**config.mk**
```make
export PLATFORM = sky130hd
export DESIGN_NAME = baud_detect
export DESIGN_NICKNAME = d
export VERILOG_FILES = /design/src/rtl/baud_detect.sv
export SDC_FILE = /design/constraint.sdc
export NUM_CORES = 1
export LEC_CHECK = 0
export ABC_AREA = 1
export BUFFER_PORTS_ARGS = -buffer_cell sky130_fd_sc_hd__buf_4
export CAP_MARGIN = 0
export CORE_MARGIN = 2
export CORE_UTILIZATION = 50
export CTS_BUF_LIST = sky130_fd_sc_hd__clkbuf_4
export DETAILED_ROUTE_END_ITERATION = 8
export PLACE_DENSITY = 0.63
export SLEW_MARGIN = 20
export SYNTH_ARGS = -nofsm -noshare
export SYNTH_HDL_FRONTEND = slang
export SYNTH_SLANG_ARGS = --single-unit
export TNS_END_PERCENT = 50
```
**constraint.sdc**
```tcl
create_clock -name clk -period 14.4 [get_ports clk]
set_input_delay 2.88 -clock clk [delete_from_list [all_inputs] [get_ports clk]]
set_output_delay 2.88 -clock clk [all_outputs]
set_load 0.01 [all_outputs]
```
**src/rtl/baud_detect.sv**
```systemverilog
// Automatic baud-rate detector: times a 0x55 sync character on rx and
// produces the clock-divider value that regenerates baud x 2^OVS_LOG2.
module baud_detect #(
  parameter int CLK_CNT_WIDTH = 16,
  parameter int OVS_LOG2      = 0
) (
  input  logic                     clk,
  input  logic                     rst,
  input  logic                     start,
  input  logic                     rx,
  output logic [CLK_CNT_WIDTH-1:0] div,
  output logic                     valid,
  output logic                     err,
  output logic                     busy
);

  localparam int W = CLK_CNT_WIDTH + 4 + OVS_LOG2;
  localparam int S = 4 + OVS_LOG2;

  localparam logic [2:0] IDLE      = 3'd0;
  localparam logic [2:0] WAIT_IDLE = 3'd1;
  localparam logic [2:0] WAIT_FALL = 3'd2;
  localparam logic [2:0] MEASURE   = 3'd3;
  localparam logic [2:0] CALC      = 3'd4;

  localparam logic [W-1:0] CNT_MAX = '1;
  localparam logic [W:0]   ROUND   = (W+1)'(2 ** (S - 1));

  logic [2:0]   state;
  logic         rx_s1, rx_s2, rx_prev;
  logic         fall;
  logic [W-1:0] icnt, tcnt, ref_ivl;
  logic [2:0]   ecnt;
  logic [W:0]   ivl, dif, qsum, q;
  logic         tol_ok;

  assign fall = rx_prev & ~rx_s2;
  assign busy = (state != IDLE);

  // Interval ending at the fall seen this cycle, and its distance from the reference.
  always_comb begin
    ivl    = {1'b0, icnt} + 1'b1;
    dif    = (ivl >= {1'b0, ref_ivl}) ? ivl - {1'b0, ref_ivl} : {1'b0, ref_ivl} - ivl;
    tol_ok = (dif <= {3'b000, ref_ivl[W-1:2]});
    qsum   = {1'b0, tcnt} + ROUND;
    q      = qsum >> S;
  end

  always_ff @(posedge clk) begin
    if (rst) begin
      state   <= IDLE;
      rx_s1   <= 1'b1;
      rx_s2   <= 1'b1;
      rx_prev <= 1'b1;
      icnt    <= '0;
      tcnt    <= '0;
      ref_ivl <= '0;
      ecnt    <= '0;
      div     <= '0;
      valid   <= 1'b0;
      err     <= 1'b0;
    end else begin
      rx_s1   <= rx;
      rx_s2   <= rx_s1;
      rx_prev <= rx_s2;
      valid   <= 1'b0;
      err     <= 1'b0;
      case (state)
        IDLE: begin
          if (start) state <= WAIT_IDLE;
        end
        WAIT_IDLE: begin
          if (rx_s2) state <= WAIT_FALL;
        end
        WAIT_FALL: begin
          if (fall) begin
            icnt  <= '0;
            tcnt  <= '0;
            ecnt  <= 3'd1;
            state <= MEASURE;
          end
        end
        MEASURE: begin
          if (icnt == CNT_MAX || tcnt == CNT_MAX) begin
            err   <= 1'b1;
            state <= IDLE;
          end else begin
            tcnt <= tcnt + 1'b1;
            if (fall) begin
              icnt <= '0;
              ecnt <= ecnt + 3'd1;
              // ecnt still holds the previous fall number here
              if (ecnt == 3'd1) begin
                ref_ivl <= ivl[W-1:0];
              end else if (!tol_ok) begin
                err   <= 1'b1;
                state <= IDLE;
              end else if (ecnt == 3'd4) begin
                state <= CALC;
              end
            end else begin
              icnt <= icnt + 1'b1;
            end
          end
        end
        CALC: begin
          if (q == '0) begin
            err <= 1'b1;
          end else begin
            div   <= CLK_CNT_WIDTH'(q - 1'b1);
            valid <= 1'b1;
          end
          state <= IDLE;
        end
        default: state <= IDLE;
      endcase
    end
  end

endmodule

```
==> run metrics, run 1 <==
leakage power=3.97 nW; RSZ-0062 raised after global routing=no; Top-Level Pins=23; GRT Residual Overflow=0; cell row count=44; top_reg_cell synth=dfxtp_1; Reg2Reg Setup Slack=8.22 ns; syn_area_per_cell=6.33 µm²; Crit path largest cell delay=0.50 ns; largest net degree at the start of global routing=35; routability cong.=0.986; total die area=15600 µm²; core area=14400 µm²; first-pass GRT wire length=33.0 mm; post-route ant nets=0; Setup Crit Path Kind=reg2reg; postcts setup bufs=0; RR Startpoint=icnt[0]$_SDFFE_PP0P_; CP Launch Type=flop; DIE WIDTH=125 µm; Final setup viols=0; #FFs+latches synth=87; share of layout cells above drive strength 1=6.88%; worst hold path startpoint=rx_s1$_SDFF_PP1_; Avg WL per Cell=14.2 µm; Worst Hold Path EP=rx_s2$_SDFF_PP1_; Peak Freq=162 MHz; worst-path cell with the longest stage delay=nand2_1; CP Data Required Time=14.74 ns; Gate Count Post-Synth=1159; vias in the first global route=6830; CTS tree=done; sequential fraction of the synthesis area=23.8%; CTS root buf=clkbuf_4; routed vias=7076; H-tree depth=3; slew at the pin with the worst max-slew slack=1.03 ns; clk slew on worst S/H paths=0.15 ns; final total power=0.844 mW; CP most frequent cell=nand2_1; vias per inst=5.19; Mapped Nets=1230; Yosys cell types=48; PortBufs=22; hold-fix buffers at CTS=0; clk_skew=0.0226 ns; R2R Path End=state[0]$_SDFFE_PP0P_; Cell Area, Synth=7330 µm²; run status=completed; worst skew pair latency=0.44 ns; crit path time final=6.18 ns; Crit. End Element=flop; Final Cycle Share=42.9%; fin nets=1244; Slew headroom=30.9%; final max-slew violation count=0; initial antenna violation count=1; Register-to-Register Path Depth=40; Cell Pwr Density=109 nW/µm²; Hold Vio Cnt, Final=0; cts repair resizes=0; synth warn=0; total track usage=25.5%; MaxCap Viol Count=0; Total Wirelength=19.4 mm; Initial Utilization=50.8%; Post-synth EDFFs=0; Iteration-0 DRC Markers=485; Num CTS Buffers=9; Clock Tree Buf Depth=2; Hold Crit Class=reg2reg; Detail Placement HPWL=15.8 mm; Hold Crit Depth=1; drt first pass iters=5; worst vdd ir=0.0484 mV; chip height=125 µm; CP arrival=6.52 ns; worst-path maximum fanout=20; Fin Setup TNS=0 ns; CTS Sinks=87; # DRC=0; final hold slack=0.429 ns; area grow syn2layout=5.87%; Async SR Flop Fraction=0%
-- routing by layer --
metal / vias to the layer above / share of wire (%) / track usage, %
li1: 3716 / - / -
met1: 3185 / 47 / 33.6
met2: 131 / 48 / 43.5
met3: 44 / 2.8 / 2.44
met4: 0 / 3.0 / 9.54
met5: - / 0 / 0
-- per-stage QoR --
| step | utilization, % | instances | setup WS (ns) | area (µm²) |
|---|---|---|---|---|
| after global placement | 53.0 | 1346 | 8.43 | 7640 |
| after CTS | 53.8 | 1362 | 8.18 | 7760 |
| after global routing | 53.8 | 1363 | 7.22 | 7760 |
| final | 53.8 | 1363 | 8.22 | 7760 |
| after floorplan | - | 1159 | 9.66 | 7330 |
| after detailed placement | 53.0 | 1346 | 8.26 | 7640 |
-- how the worst max path moves through the flow --
stage / cells past startpoint / slack (ns) / startpoint / to
3_3_place_gp: 39 / 8.43 / icnt[0]$_SDFFE_PP0P_ / state[0]$_SDFFE_PP0P_
6_report: 40 / 8.22 / icnt[0]$_SDFFE_PP0P_ / state[0]$_SDFFE_PP0P_
4_1_cts: 39 / 8.18 / icnt[0]$_SDFFE_PP0P_ / state[0]$_SDFFE_PP0P_
5_1_grt: 40 / 7.22 / icnt[0]$_SDFFE_PP0P_ / state[0]$_SDFFE_PP0P_
2_1_floorplan: 38 / 9.66 / icnt[0]$_SDFFE_PP0P_ / state[0]$_SDFFE_PP0P_
3_5_place_dp: 39 / 8.26 / icnt[0]$_SDFFE_PP0P_ / state[0]$_SDFFE_PP0P_
-- critical path: cells and delay by family (launching register included) --
kind,cells,cell delay (ns)
DFF,1,0.39
adders and majority gates,2,0.71
and+or+nand+nor,30,3.68
AOI/OAI and AO/OA,2,0.25
xor gates and xnor gates,2,0.40
buffers and inverters,4,0.64
-- power by group --
part / internal, mW / leakage [nW] / switching (mW)
clock: 0.0391 / 0.0567 / 0.0852
sequential: 0.251 / 0.702 / 0.00848
combinational: 0.167 / 3.21 / 0.293
total: 0.457 / 3.97 / 0.387
-- registers in the layout, summed over array words and instances (netlist names) --
register,cells
icnt,20
ref_ivl,20
tcnt,20
div,16
ecnt,3
state,3
err,1
rx_prev,1
rx_s1,1
rx_s2,1
valid,1
-- area by class of cell --
| class | count | area [µm²] |
|---|---|---|
| well taps | 184 | 230 |
| clock inverters | 5 | 35.0 |
| diodes | 1 | 2.50 |
| clock buffers | 11 | 82.6 |
| flip-flops and latches | 87 | 1740 |
| inverters | 200 | 752 |
| multi-input cells | 851 | 4740 |
| fillers | 1550 | 6660 |
| repair buffers | 24 | 180 |
-- placed cells by master, fill, tap and decap left out, types with 4 or more instances in the layout --
cell type	count
nor2_1	89
clkbuf_4	11
a211oi_1	5
or2_2	7
inv_2	4
dfxtp_1	87
nand4_1	15
nand3_1	52
buf_4	24
nand2_2	7
o21bai_1	9
xnor2_1	16
inv_1	193
ha_1	65
a21oi_2	6
a21oi_1	109
nor4_1	4
xor2_1	35
o21ai_1	5
nand2_1	304
a31oi_1	4
o21ai_0	58
mux2i_1	4
nor3_1	24
nor2_4	4
-- kinds of logic (layout without fill, tap and decap cells) --
| group | count (synthesis) | in the layout | synth area share, % |
|---|---|---|---|
| simple gates | 523 | 523 | 30.9 |
| buf+inv | 221 | 240 | 11.7 |
| compound gates | 205 | 205 | 15.2 |
| flops | 87 | 87 | 23.8 |
| fa+ha+maj | 67 | 67 | 11.6 |
| xor+xnor | 52 | 52 | 6.32 |
| mux | 4 | 4 | 0.546 |
| other cells | 0 | 1 | 0 |
-- synthesized netlist by cell type (15+ instances only) --
cell	n	area share (%)
nand2_1	304	16
inv_1	193	9.9
a21oi_1	109	7.4
nor2_1	89	4.6
dfxtp_1	87	24
ha_1	65	11
o21ai_0	58	4.0
nand3_1	52	3.6
xor2_1	35	4.2
nor3_1	25	1.7
xnor2_1	16	1.9
nand4_1	15	1.3
Power figures use the tool's default switching activity.
==> run 2, diff against run 1 <==
- clock period: 14.4 -> 6.4 ns (I/O delays scaled with it)
==> run metrics, run 2 (synthesis results as in run 1) <==
Hold Vio Cnt, Final=0; clk slew on worst S/H paths=0.14 ns; total track usage=24.8%; CTS root buf=clkbuf_4; Hold Crit Class=reg2reg; Reg2Reg Setup Slack=0.72 ns; routability cong.=0.908; Crit path largest cell delay=0.41 ns; run status=completed; cell row count=44; Final setup viols=0; Buf/Inv on CP=4; slew at the pin with the worst max-slew slack=0.977 ns; fin util=54.1%; Fin Setup TNS=0 ns; worst-path maximum fanout=19; Setup Crit Path Kind=reg2reg; RR Startpoint=icnt[0]$_SDFFE_PP0P_; PortBufs=22; Initial Utilization=50.8%; Hold Crit Depth=1; initial antenna violation count=1; clk_skew=0.0206 ns; Worst Hold Path EP=rx_s2$_SDFF_PP1_; CP most frequent cell=nand2_1; Final Cycle Share=88.8%; Total Wirelength=19.2 mm; vias per inst=5.19; # DRC=0; CP Launch Type=flop; DIE WIDTH=125 µm; RSZ-0062 raised after global routing=no; Crit. End Element=flop; worst-path cell with the longest stage delay=ha_1; worst vdd ir=0.136 mV; vias in the first global route=6735; Num CTS Buffers=9; final max-slew violation count=0; crit path time final=5.68 ns; worst skew pair latency=0.43 ns; leakage power=3.98 nW; chip height=125 µm; Top Registers=icnt: 20 flops, ref_ivl: 20 flops, tcnt: 20 flops; area grow syn2layout=6.37%; CP delay by family, top=simple AND/OR/NAND/NOR gates; post-route ant nets=0; routed vias=7082; largest net degree at the start of global routing=36; Register-to-Register Path Depth=40; total die area=15600 µm²; core area=14400 µm²; fin nets=1246; most common cell after layout, fill and taps aside=nand2_1; CP Data Required Time=6.74 ns; drt first pass iters=5; CTS tree=done; Iteration-0 DRC Markers=411; Top-Level Pins=23; Avg WL per Cell=14.0 µm; Detail Placement HPWL=15.5 mm; GRT Residual Overflow=0; Cell Pwr Density=250 nW/µm²; Slew headroom=34.5%; Clock Tree Buf Depth=2; placed cell count=1348; CP arrival=6.03 ns; commonest cells after routing, fill and taps aside=nand2_1, inv_1, a21oi_1, nor2_1, dfxtp_1; Cell Count, Final, Fillers Out=1365; final hold slack=0.433 ns; R2R Path End=state[0]$_SDFFE_PP0P_; Peak Freq=176 MHz; MaxCap Viol Count=0; H-tree depth=3; CTS Sinks=87; first-pass GRT wire length=32.4 mm; worst hold path startpoint=rx_s1$_SDFF_PP1_; share of layout cells above drive strength 1=7.46%
-- run 2: metal layers --
metal	routed length [µm]	vias up	track usage (%)
li1	-	3717	-
met3	481	40	2.61
met5	0	-	0
met1	9060	3195	32.2
met2	9180	130	43.4
met4	421	0	7.97
-- run 2: through the flow --
stage          area [µm²]  setup WS [ns]  total power [mW]
2_1_floorplan        7330           1.66              1.39
3_3_place_gp         7660          0.777              1.65
3_5_place_dp         7660          0.615              1.65
4_1_cts              7770          0.548              1.93
5_1_grt              7800         0.0521              2.12
6_report             7800          0.719              1.95
-- run 2: what timing repair did --
action                                  CTS  global route
endpoints found under the setup margin    0             4
setup buffers                             0             0
hold endpoints to repair                  0             0
hold buffers                              0             0
resized for setup                         0             4
-- run 2: final cells by class --
type	instances	area [µm²]
antenna	1	2.50
clock buffer	11	82.6
clock inverter	5	35.0
fill	1455	6630
inverter	200	752
multi-input combinational	851	4760
sequential	87	1740
tap	184	230
timing repair buffer	26	195
-- run 2: worst max path at each step --
stage               cells after the start               endpoint  slack [ns]                 start
floorplan                              38  state[0]$_SDFFE_PP0P_        1.66  icnt[0]$_SDFFE_PP0P_
global placement                       40  state[0]$_SDFFE_PP0P_        0.78  icnt[0]$_SDFFE_PP0P_
detailed placement                     40  state[0]$_SDFFE_PP0P_        0.61  icnt[0]$_SDFFE_PP0P_
CTS                                    40  state[1]$_SDFFE_PP0P_        0.55  icnt[0]$_SDFFE_PP0P_
global route                           38  state[0]$_SDFFE_PP0P_        0.05  icnt[0]$_SDFFE_PP0P_
finish                                 40  state[0]$_SDFFE_PP0P_        0.72  icnt[0]$_SDFFE_PP0P_
-- run 2: report_power, final --
| group | total, mW | internal (mW) | switching [mW] |
|---|---|---|---|
| logic | 1.09 | 0.385 | 0.703 |
| registers | 0.584 | 0.564 | 0.0191 |
| clock network | 0.275 | 0.0878 | 0.187 |
-- run 2: worst register-to-register path, delay by kind of cell (launching register included) --
kind	cells	cell delay, ns
adders and majority gates	2	0.68
buffers and inverters	4	0.52
AOI/OAI and AO/OA	3	0.42
DFF	1	0.40
and+or+nand+nor	29	3.25
xor gates and xnor gates	2	0.35
==> run 3, diff against run 2 <==
- ABC_AREA: 1 -> 0
==> run metrics, run 3 <==
routability cong.=0.892; Total Wirelength=17.8 mm; Clock Tree Buf Depth=2; vias in the first global route=6011; Final Cell Area=7470 µm²; Cell Pwr Density=139 nW/µm²; routed vias=6270; Placement Cell Area=7290 µm²; PortBufs=22; Critical path origin=icnt[0]$_SDFFE_PP0P_; Hold Crit Class=reg2reg; worst hold path startpoint=rx_s1$_SDFF_PP1_; vias per inst=5.81; Gate Count Post-Synth=897; Hold Vio Cnt, Final=0; CP Data Required Time=6.74 ns; run status=completed; worst-path maximum fanout=7; hold-fix buffers at CTS=0; clk_skew=0.0164 ns; Yosys top cell by area=dfxtp_1; chip height=123 µm; MaxCap Viol Count=0; H-tree depth=3; syn_area_per_cell=7.83 µm²; Slew headroom=36.1%; CTS Sinks=87; Crit. End Element=flop; Reg2Reg Setup Slack=0.26 ns; Num CTS Buffers=9; most common cell after layout, fill and taps aside=nor2_1; Final setup viols=0; top-count cell post-synth=nor2_1; worst setup margin=0.257 ns; crit path time final=6.14 ns; share of layout cells above drive strength 1=9.23%; R2R Path End=state[0]$_SDFFE_PP0P_; Iteration-0 DRC Markers=485; drt first pass iters=6; Top-Level Pins=23; total die area=15000 µm²; area grow syn2layout=6.34%; DIE WIDTH=123 µm; CTS root buf=clkbuf_4; post-route ant nets=0; initial antenna violation count=1; cell row count=43; largest net degree at the start of global routing=70; Cell Area, Synth=7030 µm²; placed cell count=1062; core area=13800 µm²; Post-synth EDFFs=0; Peak Freq=163 MHz; leakage power=3.17 nW; Async SR Flop Fraction=0%; Initial Utilization=50.8%; clk slew on worst S/H paths=0.13 ns; first-pass GRT wire length=28.9 mm; CP arrival=6.48 ns; total track usage=24.1%; worst-path cell with the longest stage delay=or4_4; Crit path largest cell delay=0.50 ns; worst vdd ir=0.131 mV; commonest cells after routing, fill and taps aside=nor2_1, dfxtp_1, a21oi_1, nand2_1, ha_1; slew at the pin with the worst max-slew slack=0.959 ns; CP Launch Type=flop; RR Startpoint=icnt[0]$_SDFFE_PP0P_; worst skew pair latency=0.44 ns; Place WS=0.0393 ns; Worst Hold Path EP=rx_s2$_SDFF_PP1_; synth warn=0; Yosys cell types=67; # DRC=0; Final Cycle Share=96.0%; #FFs+latches synth=87; fin nets=965; Mapped Nets=968; Register-to-Register Path Depth=27; CTS tree=done; RSZ-0062 raised after global routing=no; Setup Crit Path Kind=reg2reg; sequential fraction of the synthesis area=24.8%; Fin Setup TNS=0 ns; Detail Placement HPWL=13.8 mm; top_reg_cell synth=dfxtp_1; final total power=1.04 mW; GRT Residual Overflow=0; fin util=54.0%; final hold slack=0.425 ns; Avg WL per Cell=16.5 µm; Cell Count, Final, Fillers Out=1080; Top Registers=icnt: 20 flops, ref_ivl: 20 flops, tcnt: 20 flops; dominant cells by area after synthesis=dfxtp_1, ha_1, nor2_1; final max-slew violation count=0; Synth top area share=24.8%; Hold Crit Depth=1; Commonest cells post-synth=nor2_1, dfxtp_1, a21oi_1
## run 3: layout make-up
class / count / area [µm²]
repair buffers: 38 / 302
clock buffers: 10 / 75.1
clock inverters: 6 / 60.1
fillers: 1331 / 6350
flip-flops and latches: 87 / 1740
inverters: 55 / 206
well taps: 180 / 225
diodes: 1 / 2.50
multi-input cells: 703 / 4860
## run 3: what timing repair did
| action | 4_1_cts | 5_1_grt |
|---|---|---|
| gates resized for setup | 0 | 7 |
| setup buffers | 0 | 1 |
| endpoints found under the setup margin | 0 | 4 |
## run 3: power breakdown
part           switching [mW]  internal (mW)  leakage (nW)
clock                   0.187          0.123        0.0758
sequential             0.0112          0.550         0.702
combinational           0.103         0.0631          2.40
## run 3: kinds of logic (layout without fill, tap and decap cells)
kind of cell,Yosys count,in the layout,share of synthesized area [%]
compound gates,221,221,20.5
xor+xnor,80,80,9.97
fa+ha+maj,67,67,12.1
buf+inv,107,109,6.44
flops,87,87,24.8
mux,32,32,4.65
other cells,0,1,0
simple gates,303,303,21.5
## run 3: how the worst max path moves through the flow
stage                       endpoint  slack (ns)  depth (start not counted)
2_1_floorplan  state[0]$_SDFFE_PP0P_        0.47                         29
3_3_place_gp   state[0]$_SDFFE_PP0P_        0.18                         26
3_5_place_dp   state[0]$_SDFFE_PP0P_        0.04                         26
4_1_cts        state[0]$_SDFFE_PP0P_       0.009                         26
5_1_grt        state[0]$_SDFFE_PP0P_       0.008                         27
6_report       state[0]$_SDFFE_PP0P_        0.26                         27
## run 3: metal layers
metal  up-vias  GRT usage [%]  wire [µm]
met2       163           41.0       8390
met4         0           8.48        470
met3        40           2.74        668
met1      2909           31.6       8290
li1       3158              -          -
met5         -              0          0
## run 3: worst max-delay path: cells and delay by family, from the launching register on
family	cells	cell delay, ns
simple gates	8	1.72
compound gates	10	2.07
fa+ha+maj	3	0.86
buf+inv	2	0.26
mux	2	0.38
flops	1	0.37
xor+xnor	2	0.38
